<file path="src/rtl/mfp_ahb_uart_slave.sv">
// AHB-Lite UART slave: 8N1 transmitter with TX FIFO, single-entry RX holding register.
// Optional internal loopback (CTRL[0]) is compiled in with `define MFP_UART_LOOPBACK_EN.
module mfp_ahb_uart_slave #(
  parameter int unsigned TX_FIFO_LOG2     = 3,
  parameter logic [15:0] DEFAULT_BAUD_DIV = 16'd433
) (
  input  logic        HCLK,
  input  logic        HRESET,
  input  logic [31:0] HADDR,
  input  logic [2:0]  HBURST,
  input  logic        HMASTLOCK,
  input  logic [3:0]  HPROT,
  input  logic        HSEL,
  input  logic [2:0]  HSIZE,
  input  logic [1:0]  HTRANS,
  input  logic [31:0] HWDATA,
  input  logic        HWRITE,
  output logic [31:0] HRDATA,
  output logic        HREADY,
  output logic        HRESP,
  input  logic        SI_Endian,
  input  logic        UART_RX,
  output logic        UART_TX
);

  localparam int unsigned Depth = 2 ** TX_FIFO_LOG2;

  typedef enum logic [1:0] {StIdle, StStart, StData, StStop} uart_st_e;

  logic unused_inputs;
  assign unused_inputs = ^{HBURST, HMASTLOCK, HPROT, HSIZE, SI_Endian, HADDR[31:4], HADDR[1:0],
                           HWDATA[31:16], HTRANS[0]};

  assign HREADY = 1'b1;
  assign HRESP  = 1'b0;

  // Bus address phase capture
  logic       accept;
  logic [1:0] addr_q;
  logic       write_q, valid_q;

  assign accept = HSEL & HTRANS[1] & HREADY;

  always_ff @(posedge HCLK) begin
    if (HRESET) begin
      addr_q  <= 2'd0;
      write_q <= 1'b0;
      valid_q <= 1'b0;
    end else begin
      valid_q <= accept;
      if (accept) begin
        addr_q  <= HADDR[3:2];
        write_q <= HWRITE;
      end
    end
  end

  logic wr_data, wr_stat, wr_baud, wr_ctrl, rd_data, rd_en;
  assign rd_en   = valid_q & ~write_q;
  assign wr_data = valid_q & write_q & (addr_q == 2'd0);
  assign wr_stat = valid_q & write_q & (addr_q == 2'd1);
  assign wr_baud = valid_q & write_q & (addr_q == 2'd2);
  assign wr_ctrl = valid_q & write_q & (addr_q == 2'd3);
  assign rd_data = rd_en & (addr_q == 2'd0);

  // TX FIFO
  logic [7:0]            fifo_mem [Depth];
  logic [TX_FIFO_LOG2:0] wptr_q, rptr_q;
  logic                  fifo_empty, fifo_full, push, tx_pop;

  assign fifo_empty = (wptr_q == rptr_q);
  assign fifo_full  = (wptr_q[TX_FIFO_LOG2] != rptr_q[TX_FIFO_LOG2]) &&
                      (wptr_q[TX_FIFO_LOG2-1:0] == rptr_q[TX_FIFO_LOG2-1:0]);
  assign push       = wr_data & ~fifo_full;

  always_ff @(posedge HCLK) begin
    if (push) fifo_mem[wptr_q[TX_FIFO_LOG2-1:0]] <= HWDATA[7:0];
  end

  always_ff @(posedge HCLK) begin
    if (HRESET) begin
      wptr_q <= '0;
      rptr_q <= '0;
    end else begin
      if (push)   wptr_q <= wptr_q + 1'b1;
      if (tx_pop) rptr_q <= rptr_q + 1'b1;
    end
  end

  logic [15:0] baud_q;
  logic        ctrl_q;

  // TX FSM
  uart_st_e    tx_st_q, tx_st_d;
  logic [15:0] tx_cnt_q, tx_cnt_d;
  logic [2:0]  tx_bit_q, tx_bit_d;
  logic [7:0]  tx_sh_q, tx_sh_d;

  always_ff @(posedge HCLK) begin
    if (HRESET) begin
      tx_st_q  <= StIdle;
      tx_cnt_q <= 16'd0;
      tx_bit_q <= 3'd0;
      tx_sh_q  <= 8'd0;
    end else begin
      tx_st_q  <= tx_st_d;
      tx_cnt_q <= tx_cnt_d;
      tx_bit_q <= tx_bit_d;
      tx_sh_q  <= tx_sh_d;
    end
  end

  always_comb begin
    tx_st_d  = tx_st_q;
    tx_cnt_d = tx_cnt_q;
    tx_bit_d = tx_bit_q;
    tx_sh_d  = tx_sh_q;
    tx_pop   = 1'b0;
    unique case (tx_st_q)
      StIdle: begin
        if (!fifo_empty) begin
          tx_pop   = 1'b1;
          tx_sh_d  = fifo_mem[rptr_q[TX_FIFO_LOG2-1:0]];
          tx_cnt_d = baud_q;
          tx_st_d  = StStart;
        end
      end
      StStart: begin
        if (tx_cnt_q == 16'd0) begin
          tx_cnt_d = baud_q;
          tx_bit_d = 3'd0;
          tx_st_d  = StData;
        end else tx_cnt_d = tx_cnt_q - 1'b1;
      end
      StData: begin
        if (tx_cnt_q == 16'd0) begin
          tx_cnt_d = baud_q;
          tx_sh_d  = {1'b0, tx_sh_q[7:1]};
          if (tx_bit_q == 3'd7) tx_st_d = StStop;
          else tx_bit_d = tx_bit_q + 1'b1;
        end else tx_cnt_d = tx_cnt_q - 1'b1;
      end
      StStop: begin
        if (tx_cnt_q == 16'd0) begin
          // Chain straight into the next start bit when more data is queued
          if (!fifo_empty) begin
            tx_pop   = 1'b1;
            tx_sh_d  = fifo_mem[rptr_q[TX_FIFO_LOG2-1:0]];
            tx_cnt_d = baud_q;
            tx_st_d  = StStart;
          end else tx_st_d = StIdle;
        end else tx_cnt_d = tx_cnt_q - 1'b1;
      end
      default: tx_st_d = StIdle;
    endcase
  end

  always_comb begin
    UART_TX = 1'b1;
    unique case (tx_st_q)
      StStart: UART_TX = 1'b0;
      StData:  UART_TX = tx_sh_q[0];
      default: UART_TX = 1'b1;
    endcase
  end

  // RX path
  logic       rx_src, rx_s, rx_prev_q;
  logic [1:0] rx_sync_q;

`ifdef MFP_UART_LOOPBACK_EN
  assign rx_src = ctrl_q ? UART_TX : UART_RX;
`else
  assign rx_src = UART_RX;
`endif

  assign rx_s = rx_sync_q[1];

  uart_st_e    rx_st_q, rx_st_d;
  logic [15:0] rx_cnt_q, rx_cnt_d;
  logic [2:0]  rx_bit_q, rx_bit_d;
  logic [7:0]  rx_sh_q, rx_sh_d;
  logic        rx_done, rx_ferr;

  always_ff @(posedge HCLK) begin
    if (HRESET) begin
      rx_sync_q <= 2'b11;
      rx_prev_q <= 1'b1;
      rx_st_q   <= StIdle;
      rx_cnt_q  <= 16'd0;
      rx_bit_q  <= 3'd0;
      rx_sh_q   <= 8'd0;
    end else begin
      rx_sync_q <= {rx_sync_q[0], rx_src};
      rx_prev_q <= rx_s;
      rx_st_q   <= rx_st_d;
      rx_cnt_q  <= rx_cnt_d;
      rx_bit_q  <= rx_bit_d;
      rx_sh_q   <= rx_sh_d;
    end
  end

  always_comb begin
    rx_st_d  = rx_st_q;
    rx_cnt_d = rx_cnt_q;
    rx_bit_d = rx_bit_q;
    rx_sh_d  = rx_sh_q;
    unique case (rx_st_q)
      StIdle: begin
        if (rx_prev_q && !rx_s) begin
          rx_cnt_d = {1'b0, baud_q[15:1]};
          rx_st_d  = StStart;
        end
      end
      StStart: begin
        if (rx_cnt_q == 16'd0) begin
          if (rx_s) rx_st_d = StIdle;
          else begin
            rx_cnt_d = baud_q;
            rx_bit_d = 3'd0;
            rx_st_d  = StData;
          end
        end else rx_cnt_d = rx_cnt_q - 1'b1;
      end
      StData: begin
        if (rx_cnt_q == 16'd0) begin
          rx_cnt_d = baud_q;
          rx_sh_d  = {rx_s, rx_sh_q[7:1]};
          if (rx_bit_q == 3'd7) rx_st_d = StStop;
          else rx_bit_d = rx_bit_q + 1'b1;
        end else rx_cnt_d = rx_cnt_q - 1'b1;
      end
      StStop: begin
        if (rx_cnt_q == 16'd0) rx_st_d = StIdle;
        else rx_cnt_d = rx_cnt_q - 1'b1;
      end
      default: rx_st_d = StIdle;
    endcase
  end

  assign rx_done = (rx_st_q == StStop) && (rx_cnt_q == 16'd0) && rx_s;
  assign rx_ferr = (rx_st_q == StStop) && (rx_cnt_q == 16'd0) && !rx_s;

  // Control and status registers
  logic [7:0] rx_byte_q;
  logic       rx_valid_q, rx_ovr_q, frame_err_q, tx_empty;

  assign tx_empty = fifo_empty & (tx_st_q == StIdle);

  always_ff @(posedge HCLK) begin
    if (HRESET) begin
      baud_q      <= DEFAULT_BAUD_DIV;
      ctrl_q      <= 1'b0;
      rx_byte_q   <= 8'd0;
      rx_valid_q  <= 1'b0;
      rx_ovr_q    <= 1'b0;
      frame_err_q <= 1'b0;
    end else begin
      if (wr_baud) baud_q <= HWDATA[15:0];
      if (wr_ctrl) ctrl_q <= HWDATA[0];
      // A byte landing in the same cycle as a DATA read wins over the read's clear
      if (rx_done) begin
        rx_byte_q  <= rx_sh_q;
        rx_valid_q <= 1'b1;
      end else if (rd_data) rx_valid_q <= 1'b0;
      if (rx_done && rx_valid_q && !rd_data) rx_ovr_q <= 1'b1;
      else if (wr_stat) rx_ovr_q <= 1'b0;
      if (rx_ferr) frame_err_q <= 1'b1;
      else if (wr_stat) frame_err_q <= 1'b0;
    end
  end

  always_comb begin
    HRDATA = 32'd0;
    if (rd_en) begin
      unique case (addr_q)
        2'd0: HRDATA = {23'd0, rx_valid_q, rx_byte_q};
        2'd1: HRDATA = {27'd0, frame_err_q, rx_ovr_q, rx_valid_q, tx_empty, fifo_full};
        2'd2: HRDATA = {16'd0, baud_q};
        2'd3: HRDATA = {31'd0, ctrl_q};
        default: HRDATA = 32'd0;
      endcase
    end
  end

endmodule

</file>
<file path="config.mk">
export PLATFORM = sky130hd
export DESIGN_NAME = mfp_ahb_uart_slave
export DESIGN_NICKNAME = d
export VERILOG_FILES = /design/src/rtl/mfp_ahb_uart_slave.sv
export SDC_FILE = /design/constraint.sdc
export NUM_CORES = 1
export LEC_CHECK = 0
export CORE_MARGIN = 2
export CORE_UTILIZATION = 55
export CTS_CLUSTER_DIAMETER = 200
export DETAILED_ROUTE_END_ITERATION = 10
export PLACE_DENSITY = 0.81
export SLEW_MARGIN = 30
export SYNTH_ARGS = -nofsm -noshare
export SYNTH_HDL_FRONTEND = slang
export SYNTH_SLANG_ARGS = --single-unit
</file>
<file path="constraint.sdc">
create_clock -name HCLK -period 3.7 [get_ports HCLK]
set_clock_uncertainty 0.15 [all_clocks]
set_input_delay 0.37 -clock HCLK [delete_from_list [all_inputs] [get_ports HCLK]]
set_output_delay 0.37 -clock HCLK [all_outputs]
set_load 0.01 [all_outputs]
</file>
==> metrics <==
status completed; Die X-Extent between 100 and 150 microns; initial antenna violation count 0; CP bufs+invs 1; # nets final roughly 950; largest net degree at the start of global routing 55; RD Place Congestion 0.908; Sink Count ~170; worst slack at placement between 0.5 and 0.6 ns; worst min path class flip-flop to flip-flop; crit-path max cell delay 0.60 ns; H-tree lvl count 4; Top FF cell, synth dfxtp_1; hold_buf cts 0; fmax around 310 MHz; clk_lat worst skew approximately 0.43 ns; area share of fa/ha/maj cells after synthesis 0.0291; Cell Pwr Density around 580 mW/mm^2; Max-cap violations 0; Worst path slowest cell clkdlybuf4s50_1; antenna-violating nets left 0; post-synthesis xor/xnor area fraction 0.0279; post-synthesis sequential area ratio 0.490; Synthesis Warnings 0; DRT Wirelength ~18000 microns; Max Root-Sink Buffers 2; Iteration-0 DRC Markers 741; DRC Markers 0; setup bufs post-CTS 0; CTS tree built; Layout Cells excl Fill between 1000 and 1500; critical path fanouts, max 10; CP endpoint kind primary output; die area between 0.015 and 0.02 sq mm; syn avg cell area between 9 and 10 sq um; Static Leak between 3 and 4 nW; IO Pins 118; Num CTS Buffers 17; cell family with most CP delay simple AND/OR/NAND/NOR gates; clock root cell clkbuf_16; Setup CP Type flip-flop to primary output; critical path arrival between 2 and 3 ns; router iterations before antenna repair 5; Port Buffers 40; Mapped Area approximately 0.0082 sq mm; Setup TNS Final 0 ns; #FFs+latches synth 168; Startpoint Class flip-flop; post-place instance area slightly below 0.009 sq mm; share of cells above drive strength 1 0.101; final hold vios 0; Post-synth EDFFs 64; GRT Overall Usage 0.233; mux cell area share after synthesis 0.0676; Req. time, crit path about 3.2 ns; Die H about 130 microns; Unique masters post-synth 69; slew margin rel. 0.520; max-slew violation count 0; Syn Inst Count just over 800; first-pass GRT wire length approximately 29000 microns; crit path cell chain xor2_1 -> or4_1 -> nor2_1 -> a21oi_1 -> a211oi_1 -> clkdlybuf4s50_1; Final HPWL DP ~12000 microns; antenna cells 0; Worst-Margin Slew roughly 0.72 ns; Synth Area in Compound Gates 0.156; core area approximately 0.015 sq mm; Final Util 0.633; Setup violations, final 0; main combinational cell family by area after synthesis simple AND/OR/NAND/NOR gates; via count between 6000 and 7000; dpl cells between 1000 and 1500; Finished Cell Area around 0.0092 sq mm; Routed WL per cell roughly 17 microns; Post-synth ARST share 0; P&R area growth vs syn 12.8%; post-CTS resize count 0; vias in the first global route ~5800; Synth Area in Simple Gates 0.175; Row Count between 40 and 50; Worst-path clk slew ~0.06 ns; RSZ-0062 raised after global routing false; Starting Density 0.562; min Tclk post-route between 3 and 4 ns; via/cell ratio roughly 6.0; setup ws final approximately 0.43 ns; Max VDD drop 387 uV; Tcrit/Tclk final 0.884; GRT Residual Overflow 0
## layout make-up
class	count	area, sq um
Timing Repair Buffer	61	553
Tap cell	184	230
Sequential cell	168	4000
Clock inverter	12	103
Clock buffer	20	437
Inverter	21	78.8
Multi-Input combinational cell	583	3800
Fill cell	1152	5330
## flip-flops by register name, summed over array words and instances (netlist names), named ones only
register and count:
fifo_mem 64, baud_q 16, rx_cnt_q 16, tx_cnt_q 16, rx_byte_q 8, rx_sh_q 8
tx_sh_q 8, rptr_q 4, wptr_q 4, rx_bit_q 3, tx_bit_q 3, addr_q 2
rx_sync_q 2, tx_st_q 2, ctrl_q 1, frame_err_q 1, rx_ovr_q 1, rx_prev_q 1
rx_st_q 1, rx_valid_q 1, valid_q 1, write_q 1
## layer usage
metal / share of wire / vias to the layer above / GRT usage
met5: 0 / - / 0
met4: 0.019 / 0 / 0.0860
met3: 0.073 / 31 / 0.0527
met2: 0.46 / 240 / 0.357
met1: 0.45 / 3035 / 0.328
li1: - / 3034 / -
## cells in the final DEF (no fill, tap or decap), types with 20 or more instances in the layout
master	count
a21oi_1	75
dfxtp_1	104
inv_1	20
nor3_1	22
clkdlybuf4s50_1	39
nor2_1	65
nand2_1	101
nand3_1	23
edfxtp_1	64
o21ai_0	28
buf_4	21
## synth_stat cells, drive strengths merged (7+ instances only)
cell      n  share of area
edfxtp   64           0.24
nor4     12          0.011
a22o     11          0.012
dfxtp   104           0.26
mux4     16          0.044
or4      10         0.0097
nor2b     8         0.0061
nor2     65          0.030
a221o     8         0.0098
clkbuf   41          0.019
xnor2    17          0.018
a211oi   13          0.013
inv      20         0.0092
nand2   101          0.046
mux2i    18          0.022
nor3     23          0.015
xor2      9         0.0097
ha       19          0.029
buf      29          0.025
a21oi    76          0.047
nand3    23          0.014
o21ai    41          0.027
a31oi     7         0.0054
or3       7         0.0060
## report_power, final
group          switching [W]  internal [W]
Combinational       0.000941      0.000626
Sequential          0.000116       0.00201
Clock               0.000724      0.000922
Total                0.00178       0.00355
## stage by stage
| step | hold WS, ns | total power [W] |
|---|---|---|
| after floorplan | 0.239 | 0.00339 |
| after global placement | 0.242 | 0.00366 |
| after detailed placement | 0.248 | 0.00368 |
| after CTS | 0.263 | 0.00533 |
| after global routing | 0.285 | 0.00561 |
| final | 0.258 | 0.00534 |
## kinds of logic after synthesis
family,count (synthesis)
AO/OA/AOI/OAI,196
XOR/XNOR,26
adder cells (fa/ha/maj),19
buffers and inverters,91
flip-flops,168
multiplexers,35
other,2
AND/OR/NAND/NOR,289
## final timing paths
| check | slack [ns] | cells after the start | to | start |
|---|---|---|---|---|
| hold reg to reg | 0.26 | 1 | rx_sync_q[1] | rx_sync_q[0] |
| setup / recovery | 0.43 | 6 | HRDATA[0] | wptr_q[0] |
| hold / removal | 0.26 | 1 | rx_sync_q[1] | rx_sync_q[0] |
| setup reg to reg | 0.50 | 8 | rx_cnt_q[15] | rx_cnt_q[0] |
Note: power is estimated with default switching activity, not from simulation.
